==> src/rtl/goboard_io_pkg.sv <==
// goboard_io_pkg: event word layout shared by the button input block and its CPU driver
package goboard_io_pkg;
  localparam int EVT_VALID_BIT = 15;
  localparam int EVT_OVF_BIT = 14;
  localparam int EVT_PRESS_BIT = 13;
  localparam int EVT_IDX_LSB = 8;
  typedef struct packed {
    logic valid;
    logic ovf;
    logic press;
    logic rsvd;
    logic [3:0] idx;
    logic [7:0] held;
  } button_event_t;
endpackage

==> src/rtl/goboard_button_input_if.sv <==
// goboard_button_input_if: CPU read handshake and status of the button event queue
interface goboard_button_input_if;
  logic rdReq;
  logic [15:0] rdData;
  logic rdValid;
  logic eventPending;
  logic overflow;
  modport master(output rdReq, input rdData, rdValid, eventPending, overflow);
  modport slave(input rdReq, output rdData, rdValid, eventPending, overflow);
endinterface

==> src/rtl/button_debouncer.sv <==
// button_debouncer: 2-FF synchroniser plus stable-count debounce for one button pin
module button_debouncer #(
  parameter int CYCLES = 250000
) (
  input  logic clk,
  input  logic rst,
  input  logic pin,
  output logic held,
  output logic change
);
  localparam int CW = $clog2(CYCLES);
  logic [1:0] sync;
  logic [CW-1:0] cnt;
  always_comb change = (sync[1] != held) && (cnt == CW'(CYCLES - 1));
  always_ff @(posedge clk) begin
    if (!rst) begin
      sync <= '0;
      held <= 1'b0;
      cnt <= '0;
    end else begin
      sync <= {sync[0], pin};
      held <= change ? sync[1] : held;
      cnt <= (sync[1] == held || change) ? '0 : cnt + CW'(1);
    end
  end
endmodule

==> src/rtl/goboard_button_input.sv <==
// goboard_button_input: debounced push-buttons feeding a press/release event FIFO read by the CPU
module goboard_button_input
  import goboard_io_pkg::*;
#(
  parameter int NUM_BUTTONS = 4,
  parameter int DEBOUNCE_CYCLES = 250000,
  parameter int FIFO_DEPTH = 8
) (
  input  logic clk,
  input  logic rst,
  input  logic [NUM_BUTTONS-1:0] button,
  output logic [NUM_BUTTONS-1:0] held,
  goboard_button_input_if.slave bus
);
  localparam int AW = $clog2(FIFO_DEPTH);
  typedef enum logic {IDLE, RESP} rd_state_t;
  rd_state_t state, state_next;
  logic [NUM_BUTTONS-1:0] change, pending, pick_hot;
  logic [3:0] pick_idx;
  logic [15:0] held_ext, push_word, resp;
  logic [AW:0] wp, rp, wp_next, rp_next;
  logic empty, full, push_req, pop, push, drop;
  button_event_t mem [FIFO_DEPTH];
  for (genvar g = 0; g < NUM_BUTTONS; g++) begin : g_deb
    button_debouncer #(.CYCLES(DEBOUNCE_CYCLES)) u_deb (
      .clk(clk),
      .rst(rst),
      .pin(button[g]),
      .held(held[g]),
      .change(change[g])
    );
  end
  // lowest-index pending button wins the single push slot each cycle
  always_comb begin
    pick_idx = '0;
    for (int k = NUM_BUTTONS - 1; k >= 0; k--) pick_idx = pending[k] ? 4'(k) : pick_idx;
    pick_hot = NUM_BUTTONS'(1) << pick_idx;
    held_ext = 16'(held);
    empty = wp == rp;
    full = (wp[AW] != rp[AW]) && (wp[AW-1:0] == rp[AW-1:0]);
    push_req = |pending;
    pop = bus.rdReq && !empty;
    push = push_req && (!full || pop);
    drop = push_req && full && !pop;
    wp_next = wp + {{AW{1'b0}}, push};
    rp_next = rp + {{AW{1'b0}}, pop};
    push_word = {8'h00, held_ext[7:0]};
    push_word[EVT_VALID_BIT] = 1'b1;
    push_word[EVT_PRESS_BIT] = held_ext[pick_idx];
    push_word[EVT_IDX_LSB +: 4] = pick_idx;
    resp = empty ? '0 : mem[rp[AW-1:0]];
    resp[EVT_OVF_BIT] = bus.overflow;
  end
  always_ff @(posedge clk) begin
    if (!rst) state <= IDLE;
    else state <= state_next;
  end
  always_comb state_next = bus.rdReq ? RESP : IDLE;
  always_comb bus.rdValid = state == RESP;
  always_ff @(posedge clk) begin
    if (!rst) begin
      wp <= '0;
      rp <= '0;
      pending <= '0;
      bus.overflow <= 1'b0;
      bus.eventPending <= 1'b0;
      bus.rdData <= '0;
    end else begin
      wp <= wp_next;
      rp <= rp_next;
      pending <= (pending & ~pick_hot) | change;
      bus.overflow <= drop || (bus.overflow && !bus.rdReq);
      bus.eventPending <= wp_next != rp_next;
      if (bus.rdReq) bus.rdData <= resp;
    end
  end
  always_ff @(posedge clk) if (push) mem[wp[AW-1:0]] <= push_word;
endmodule

==> src/flat_wrapper.sv <==
// flat-port wrapper written by rule: the top's interface ports become plain ports
module goboard_button_input_flat import goboard_io_pkg::*;
#(
  parameter int NUM_BUTTONS = 4,
  parameter int DEBOUNCE_CYCLES = 250000,
  parameter int FIFO_DEPTH = 8
)
  (clk, rst, button, held, bus_rdReq, bus_rdData, bus_rdValid, bus_eventPending, bus_overflow);
  goboard_button_input_if bus_i ();
  input  logic clk;
  input  logic rst;
  input  logic [NUM_BUTTONS-1:0] button;
  output logic [NUM_BUTTONS-1:0] held;
  input wire logic [$bits(bus_i.rdReq)-1:0] bus_rdReq;
  output wire logic [$bits(bus_i.rdData)-1:0] bus_rdData;
  output wire logic [$bits(bus_i.rdValid)-1:0] bus_rdValid;
  output wire logic [$bits(bus_i.eventPending)-1:0] bus_eventPending;
  output wire logic [$bits(bus_i.overflow)-1:0] bus_overflow;
  assign bus_i.rdReq = bus_rdReq;
  assign bus_rdData = bus_i.rdData;
  assign bus_rdValid = bus_i.rdValid;
  assign bus_eventPending = bus_i.eventPending;
  assign bus_overflow = bus_i.overflow;
  goboard_button_input #(.NUM_BUTTONS(NUM_BUTTONS), .DEBOUNCE_CYCLES(DEBOUNCE_CYCLES), .FIFO_DEPTH(FIFO_DEPTH)) u_core (.clk(clk), .rst(rst), .button(button), .held(held), .bus(bus_i));
endmodule
==> config.mk <==
export PLATFORM = sky130hd
export DESIGN_NAME = goboard_button_input_flat
export DESIGN_NICKNAME = d
export VERILOG_FILES = /design/src/rtl/goboard_io_pkg.sv /design/src/rtl/goboard_button_input_if.sv /design/src/rtl/button_debouncer.sv /design/src/rtl/goboard_button_input.sv /design/src/flat_wrapper.sv
export SDC_FILE = /design/constraint.sdc
export NUM_CORES = 1
export LEC_CHECK = 0
export CAP_MARGIN = 15
export CORE_MARGIN = 2
export CORE_UTILIZATION = 45
export CTS_CLUSTER_SIZE = 24
export DETAILED_ROUTE_END_ITERATION = 7
export PLACE_DENSITY = 0.67
export SLEW_MARGIN = 40
export SYNTH_ARGS = -nofsm -noshare
export SYNTH_HDL_FRONTEND = slang
export SYNTH_SLANG_ARGS = --single-unit
==> constraint.sdc <==
create_clock -name clk -period 3 [get_ports clk]
set_clock_uncertainty 0.2 [all_clocks]
set_input_delay 0.6 -clock clk [delete_from_list [all_inputs] [get_ports clk]]
set_output_delay 0.6 -clock clk [all_outputs]
set_load 0.05 [all_outputs]
==> results.json, run 1 <==
{
  "grt_usage": 0.171,
  "hold_path_end": "u_core.g_deb[3].u_deb.sync[1]",
  "initial_utilization": 0.459,
  "layout_min_cycle_time_ns": 2.62,
  "vias": 4736,
  "synth_ff_type": "dfxtp_1",
  "num_io_pins": 30,
  "cp-start-kind": "register",
  "numCtsBuffers": 17,
  "via_per_inst": 5.44,
  "end_kind": "register",
  "max_clock_freq_mhz": 382,
  "cp.required_ns": 3.10,
  "power.leakage_nw": 2.64,
  "coreArea_um2": 15100,
  "hold_path_class": "reg -> reg",
  "synth.distinct_cells": 46,
  "place_ws_ns": 0.219,
  "die_y_um": 128,
  "drv_cap": 0,
  "gp_congestion": 0.844,
  "tns_ns": 0,
  "r2r_end": "u_core.bus.eventPending",
  "final_common_cell": "dfxtp_1",
  "ys_seq_area_frac": 0.555,
  "multiInputGateArea_um2": 2870,
  "ant_nets": 0,
  "clkSinkCount": 164,
  "p_per_area_nw_per_um2": 561,
  "hold_viol": 0,
  "placed_area_um2": 7380,
  "seqCellArea_um2": 3840,
  "wl_per_cell_um": 14.9,
  "synthesis.area_um2": 6920,
  "r2r-start": "u_core.wp[2]",
  "critical_path_arrival_ns": 2.72,
  "reg2regPathDepth": 10,
  "worst_pin_slew_ns": 0.781,
  "path_clk_slew_ns": 0.06,
  "crit_type": "reg -> reg",
  "hold_buffers": 0,
  "clockRootBuffer": "clkbuf_16",
  "setup_viol_count_final": 0,
  "place_hpwl_um": 9040,
  "grt_max_degree": 19,
  "cts_tree": "done",
  "synth_cells": 632,
  "drcViolationCount": 0,
  "first_pass_iters": 5,
  "status": "finished clean",
  "htree_num_levels": 4,
  "grt_overflow": 0,
  "synth_enable_flop_cells": 56,
  "hold_path_depth": 1,
  "final_area_um2": 7970,
  "rsz0062_at_grt": "false",
  "maxSlewViolCount": 0,
  "rows": 45,
  "post_cts_buffers": 0,
  "antenna_found_initial": 0,
  "routed_wl_um": 13000,
  "die_area_um2": 16400,
  "synth.ff_latch_count": 164,
  "die_x_um": 128,
  "synthArstFlopShare": 0,
  "r2r_slack_ns": 0.38,
  "grt_pass1_wl_um": 22000,
  "portBuffers": 22,
  "synth_warnings": 0,
  "fin_crit_sh": 0.873,
  "fill_cells": 1292,
  "min_from": "u_core.g_deb[3].u_deb.sync[0]",
  "clk_latency_ns": 0.42,
  "ir_drop_uv": 404,
  "worstPathMaxFanout": 11,
  "cts_resized": 0,
  "drive_gt1_frac": 0.111,
  "final_cell_mix": "dfxtp_1 (108), nor2_1 (71), edfxtp_1 (56), nand3_1 (42), xnor2_1 (34)",
  "drtIter0Drc": 291,
  "slew_headroom": 0.478,
  "fin_ws_ns": 0.380,
  "area_delta_synth_final_pct": 15.2,
  "clockBufferDepth": 2,
  "final_net_count": 684,
  "num_antenna_cells": 0,
  "syn_area_per_cell_um2": 10.9,
  "grt_pass1_vias": 4546
}
-- flip-flops by register name, indices dropped and copies added (netlist names) --
| signal | count |
|---|---|
| u_core.bus.eventPending | 1 |
| u_core.g_deb.u_deb.cnt | 72 |
| u_core.g_deb.u_deb.sync | 8 |
| u_core.bus.rdValid | 1 |
| u_core.rp | 4 |
| u_core.bus.rdData | 9 |
| u_core.mem | 56 |
| u_core.bus.overflow | 1 |
| u_core.wp | 4 |
| u_core.g_deb.u_deb.held | 4 |
| u_core.pending | 4 |
-- worst max-delay path by stage --
| stage | cells past startpoint | start | to |
|---|---|---|---|
| 3_3_place_gp | 9 | bus_rdReq | u_core.bus.eventPending |
| 5_1_grt | 10 | u_core.wp[1] | u_core.bus.eventPending |
| 6_report | 10 | u_core.wp[2] | u_core.bus.eventPending |
| 2_1_floorplan | 11 | u_core.rp[0] | u_core.bus.eventPending |
| 3_5_place_dp | 9 | bus_rdReq | u_core.bus.eventPending |
| 4_1_cts | 10 | u_core.wp[2] | u_core.bus.eventPending |
-- kinds of logic after synthesis --
kind of cell               Yosys count  share of synthesized area
and+or+nand+nor                    262                      0.199
xor gates and xnor gates            64                     0.0810
DFF                                164                      0.555
buffers and inverters               47                     0.0342
other                                1                   0.000542
muxes                               23                     0.0586
adders and majority gates            8                     0.0145
AOI/OAI and AO/OA                   63                     0.0570
-- layout make-up --
class	instances	area share
Inverter	16	0.00753
Tap cell	188	0.0295
Clock buffer	17	0.0534
Sequential cell	164	0.482
Multi-Input combinational cell	427	0.360
Timing Repair Buffer	43	0.0474
Clock inverter	15	0.0201
-- synthesized netlist by cell type (all sizes together) (2+ instances only) --
master | count | area share
dfxtp | 108 | 0.31
nor2 | 71 | 0.039
edfxtp | 56 | 0.24
nand3 | 42 | 0.030
xnor2 | 34 | 0.043
nand2 | 33 | 0.018
xor2 | 30 | 0.038
a21oi | 25 | 0.018
and2 | 17 | 0.015
o21ai | 17 | 0.012
buf | 16 | 0.017
inv | 16 | 0.0087
clkbuf | 15 | 0.0081
nand4 | 15 | 0.014
nor4 | 15 | 0.014
mux4 | 14 | 0.046
or4 | 14 | 0.016
nor3 | 13 | 0.0094
o31ai | 11 | 0.012
and3 | 10 | 0.0090
mux2i | 9 | 0.013
ha | 8 | 0.014
nor4b | 7 | 0.0089
or3 | 7 | 0.0063
and4 | 4 | 0.0051
nand3b | 3 | 0.0033
o21a | 3 | 0.0033
nand2b | 2 | 0.0018
o211ai | 2 | 0.0049
o21bai | 2 | 0.0027
o41ai | 2 | 0.0025
or2 | 2 | 0.0018
or3b | 2 | 0.0025
-- power by group --
| part | total, W | switching (W) | internal [W] |
|---|---|---|---|
| Sequential | 0.00229 | 0.00000379 | 0.00229 |
| Clock | 0.00212 | 0.000887 | 0.00123 |
| Combinational | 0.0000657 | 0.0000460 | 0.0000197 |
| Total | 0.00447 | 0.000937 | 0.00354 |
-- critical path, cell delays in order, from the launching register on --
cell     delay, ns
dfxtp_1       0.57
xnor2_1       0.19
nand3_1       0.12
o31ai_1       0.34
inv_1         0.08
ha_1          0.21
ha_1          0.20
xnor2_1       0.21
xnor2_1       0.10
nor3_1        0.19
a21oi_1       0.09
-- stage by stage --
| stage | cells | total power [W] | util | hold slack (ns) |
|---|---|---|---|---|
| floorplan | 638 | 0.00239 | - | 0.212 |
| global placement | 838 | 0.00241 | 0.489 | 0.215 |
| detailed placement | 838 | 0.00241 | 0.489 | 0.218 |
| CTS | 870 | 0.00452 | 0.528 | 0.236 |
| global route | 870 | 0.00460 | 0.528 | 0.261 |
| finish | 870 | 0.00447 | 0.528 | 0.233 |
-- metal layers --
layer	global-route usage	vias up	wire length, um
met5	0	-	0
met4	0.0621	0	155
met3	0.0430	10	453
met2	0.289	99	6460
met1	0.213	2271	5890
li1	-	2356	-
No activity file was read; power rests on OpenSTA's default activity.
==> run 2: changes to the inputs <==
--- a/config.mk
+++ b/config.mk
@@ -6,7 +6,7 @@
 export NUM_CORES = 1
 export LEC_CHECK = 0
 export CAP_MARGIN = 15
-export CORE_MARGIN = 2
+export CORE_MARGIN = 10
 export CORE_UTILIZATION = 45
 export CTS_CLUSTER_SIZE = 24
 export DETAILED_ROUTE_END_ITERATION = 7
==> results.json, run 2 (synthesis gave the netlist of run 1 again) <==
{
  "maxSlewViolCount": 0,
  "grt_max_degree": 19,
  "tns_ns": 0,
  "drcViolationCount": 0,
  "num_io_pins": 30,
  "first_pass_iters": 5,
  "slew_headroom": 0.500,
  "worst_path_dominant_cell_family": "buffers and inverters",
  "power.leakage_nw": 2.68,
  "post_cts_buffers": 0,
  "total_power_w": 0.00478,
  "die_y_um": 144,
  "htree_num_levels": 4,
  "layout_min_cycle_time_ns": 2.74,
  "path_clk_slew_ns": 0.06,
  "grt_overflow": 0,
  "r2r-start": "u_core.wp[2]",
  "path_buf_inv": 1,
  "gp_congestion": 0.817,
  "ant_nets": 0,
  "final_area_um2": 8050,
  "numCtsBuffers": 17,
  "drive_gt1_frac": 0.106,
  "cts_resized": 0,
  "drtIter0Drc": 411,
  "r2r_slack_ns": 0.41,
  "cp.required_ns": 2.20,
  "vias": 4711,
  "fin_crit_sh": 0.912,
  "num_antenna_cells": 0,
  "critical_path_arrival_ns": 1.94,
  "cts_tree": "done",
  "placed_area_um2": 7380,
  "grt_usage": 0.138,
  "max_clock_freq_mhz": 366,
  "grt_pass1_vias": 4567,
  "initial_utilization": 0.457,
  "hold_path_end": "u_core.g_deb[3].u_deb.sync[1]",
  "routed_wl_um": 13300,
  "status": "finished clean",
  "final_common_cell": "dfxtp_1",
  "hold_path_depth": 1,
  "setup_viol_count_final": 0,
  "final_cell_mix": "dfxtp_1 (108), nor2_1 (71), edfxtp_1 (56), nand3_1 (42), xnor2_1 (34)",
  "antenna_found_initial": 0,
  "slowest_stage": "clkdlybuf4s50_1",
  "via_per_inst": 5.42,
  "drv_cap": 0,
  "clk_latency_ns": 0.42,
  "rows": 45,
  "place_hpwl_um": 9240,
  "clockBufferDepth": 2,
  "reg2regPathDepth": 10,
  "grt_pass1_wl_um": 22700,
  "portBuffers": 22,
  "crit_type": "reg -> out",
  "hold_viol": 0,
  "cp-start-kind": "register",
  "largest_reg_flops": 72,
  "clkSinkCount": 164,
  "area_delta_synth_final_pct": 16.3,
  "ir_drop_uv": 426,
  "hold_path_class": "reg -> reg",
  "p_per_area_nw_per_um2": 594,
  "r2r_end": "u_core.bus.eventPending",
  "hold_buffers": 0,
  "die_x_um": 144,
  "final_net_count": 683,
  "wl_per_cell_um": 15.3,
  "slowest_delay_ns": 0.90,
  "top_register": "u_core.g_deb.u_deb.cnt",
  "path_cells": "clkdlybuf4s50_1",
  "clockRootBuffer": "clkbuf_16",
  "coreArea_um2": 15100,
  "end_kind": "primary output",
  "min_from": "u_core.g_deb[3].u_deb.sync[0]",
  "worst_pin_slew_ns": 0.747,
  "die_area_um2": 20700,
  "worstPathMaxFanout": 12,
  "rsz0062_at_grt": "false"
}
run 2: changes by cell type in the layout (fill, tap and decap cells not counted), sizes merged:
cell / delta
buf: -1
bufinv: +4
clkbuf: +4
clkinv: -5
clkinvlp: -2
inv: -1
run 2: how the worst max path moves through the flow:
stage | startpoint | to | slack [ns] | cells after the start
after floorplan | u_core.rp[0] | u_core.bus.eventPending | 0.11 | 11
after global placement | bus_rdReq | u_core.bus.eventPending | 0.27 | 9
after detailed placement | bus_rdReq | u_core.bus.eventPending | 0.24 | 9
after CTS | u_core.g_deb[3].u_deb.held | held[3] | 0.24 | 1
after global routing | u_core.wp[2] | u_core.bus.eventPending | 0.13 | 10
final | u_core.g_deb[3].u_deb.held | held[3] | 0.26 | 1
run 2: final cells by class:
cell class                      instances  area, um2
Clock inverter                         11        204
Timing Repair Buffer                   42        370
Clock buffer                           21        460
Sequential cell                       164       3840
Multi-Input combinational cell        427       2870
Tap cell                              188        235
Inverter                               16       60.1
Fill cell                            1291       7100
run 2: power breakdown:
group | total (W) | internal, W | leakage, nW | switching (W)
combinational | 0.0000645 | 0.0000185 | 0.953 | 0.0000460
sequential | 0.00229 | 0.00229 | 1.40 | 0.00000366
clock | 0.00242 | 0.00160 | 0.328 | 0.000823
run 2: per-layer routing:
metal	up-vias	wire length, um	GRT usage
li1	2338	-	-
met1	2246	6090	0.172
met2	110	6480	0.225
met3	17	489	0.0292
met4	0	259	0.0602
met5	-	0	0
run 2: through the flow:
step	hold slack, ns	worst slack [ns]	util	instances
after floorplan	0.212	0.112	-	638
after global placement	0.217	0.268	0.487	837
after detailed placement	0.218	0.245	0.487	837
after CTS	0.233	0.243	0.531	869
after global routing	0.254	0.129	0.531	869
final	0.232	0.264	0.531	869
==> run 3: changes to the inputs <==
--- a/config.mk
+++ b/config.mk
@@ -10,6 +10,7 @@
 export CORE_UTILIZATION = 45
 export CTS_CLUSTER_SIZE = 24
 export DETAILED_ROUTE_END_ITERATION = 7
+export GPL_TIMING_DRIVEN = 0
 export PLACE_DENSITY = 0.67
 export SLEW_MARGIN = 40
 export SYNTH_ARGS = -nofsm -noshare
==> results.json, run 3 (synthesis gave the netlist of run 1 again) <==
{
  "clkSinkCount": 164,
  "num_antenna_cells": 0,
  "r2r-start": "u_core.wp[0]",
  "grt_overflow": 0,
  "cts_tree": "done",
  "area_delta_synth_final_pct": 16.2,
  "num_io_pins": 30,
  "grt_usage": 0.135,
  "hold_path_end": "u_core.g_deb[2].u_deb.sync[1]",
  "cp.required_ns": 2.20,
  "p_per_area_nw_per_um2": 552,
  "maxSlewViolCount": 0,
  "drive_gt1_frac": 0.122,
  "ant_nets": 0,
  "first_pass_iters": 5,
  "numCtsBuffers": 17,
  "final_net_count": 698,
  "final_common_cell": "dfxtp_1",
  "hold_path_class": "reg -> reg",
  "portBuffers": 21,
  "fin_crit_sh": 0.938,
  "drtIter0Drc": 320,
  "grt_pass1_vias": 4719,
  "gp_congestion": 0.819,
  "slew_headroom": 0.447,
  "drcViolationCount": 0,
  "setup_viol_count_final": 0,
  "routed_wl_um": 13400,
  "path_clk_slew_ns": 0.06,
  "crit_type": "reg -> out",
  "initial_utilization": 0.457,
  "power.leakage_nw": 2.66,
  "wl_per_cell_um": 15.1,
  "grt_max_degree": 17,
  "die_y_um": 144,
  "hold_viol": 0,
  "worstPathMaxFanout": 12,
  "cp-start-kind": "register",
  "critical_path_arrival_ns": 2.01,
  "tns_ns": 0,
  "antenna_found_initial": 0,
  "rsz0062_at_grt": "false",
  "clockBufferDepth": 2,
  "min_from": "u_core.g_deb[2].u_deb.sync[0]",
  "largest_reg_flops": 72,
  "worst_pin_slew_ns": 0.825,
  "clk_latency_ns": 0.42,
  "rows": 45,
  "final_cell_mix": "dfxtp_1 (108), nor2_1 (71), edfxtp_1 (56), nand3_1 (42), xnor2_1 (34)",
  "ir_drop_uv": 390,
  "place_hpwl_um": 9560,
  "total_power_w": 0.00444,
  "hold_path_depth": 1,
  "r2r_slack_ns": 0.19,
  "drv_cap": 0,
  "layout_min_cycle_time_ns": 2.81,
  "htree_num_levels": 4,
  "max_clock_freq_mhz": 355,
  "top_register": "u_core.g_deb.u_deb.cnt",
  "coreArea_um2": 15100,
  "clockRootBuffer": "clkbuf_16",
  "grt_pass1_wl_um": 22600,
  "die_area_um2": 20700,
  "status": "finished clean",
  "end_kind": "primary output",
  "vias": 4830,
  "reg2regPathDepth": 11,
  "die_x_um": 144,
  "via_per_inst": 5.46,
  "r2r_end": "u_core.bus.eventPending"
}
==> run 3: cell count changes in the layout (fill, tap and decap cells not counted), sizes merged <==
cell,previous run,this run
clkbuf,21,32
inv,16,24
bufinv,6,1
clkinvlp,0,2
buf,20,21
clkdlybuf4s50,22,21
clkinv,5,4
==> run 3: worst max path at each step <==
stage / start / to / slack (ns) / depth (start not counted)
after floorplan: u_core.rp[0] / u_core.bus.eventPending / 0.11 / 11
after global placement: u_core.rp[0] / u_core.mem[1][0] / -0.39 / 5
after detailed placement: u_core.rp[0] / u_core.bus.eventPending / -0.36 / 11
after CTS: u_core.g_deb[1].u_deb.held / held[1] / 0.16 / 2
after global routing: u_core.wp[0] / u_core.bus.eventPending / 0.001 / 11
final: u_core.g_deb[1].u_deb.held / held[1] / 0.19 / 2
==> run 3: final cells by class <==
type	count	area, um2
buffer	31	180
clock buffer	17	425
clock inverter	15	143
fill	1265	7100
inverter	16	60.1
multi-input combinational	427	2920
sequential	164	3840
tap	188	235
timing repair buffer	26	238
==> run 3: power breakdown <==
group          internal (W)  switching (W)  leakage (nW)
registers           0.00229     0.00000386          1.40
logic             0.0000233      0.0000488         0.986
clock network       0.00116       0.000914         0.276
==> run 3: timing repair <==
action | CTS | global route
cloned | 0 | 0
setup endpoints to repair | 2 | 1
gates resized for setup | 2 | 4
hold endpoints to repair | 0 | 0
hold buffers | 0 | 0
pin swaps | 1 | 0
buffers inserted | 1 | 0
==> run 3: per-stage QoR <==
step	hold slack, ns	utilization	cells	instance area [um2]	setup WS (ns)
2_1_floorplan	0.212	-	638	6940	0.112
3_3_place_gp	0.215	0.488	847	7390	-0.386
3_5_place_dp	0.225	0.492	851	7450	-0.359
4_1_cts	0.237	0.530	884	8030	0.163
5_1_grt	0.242	0.531	884	8040	0.00102
6_report	0.237	0.531	884	8040	0.185
==> run 3: critical path, stage by stage, from the launching register on <==
cell and delay, ns:
dfxtp_1 0.61, buf_4 0.19, clkdlybuf4s50_1 0.79
==> run 3: per-layer routing <==
metal,routed length (um),vias to the layer above,GRT usage
met2,6620,105,0.224
met3,620,19,0.0321
met5,0,-,0
li1,-,2373,-
met4,231,0,0.0543
met1,5900,2333,0.167
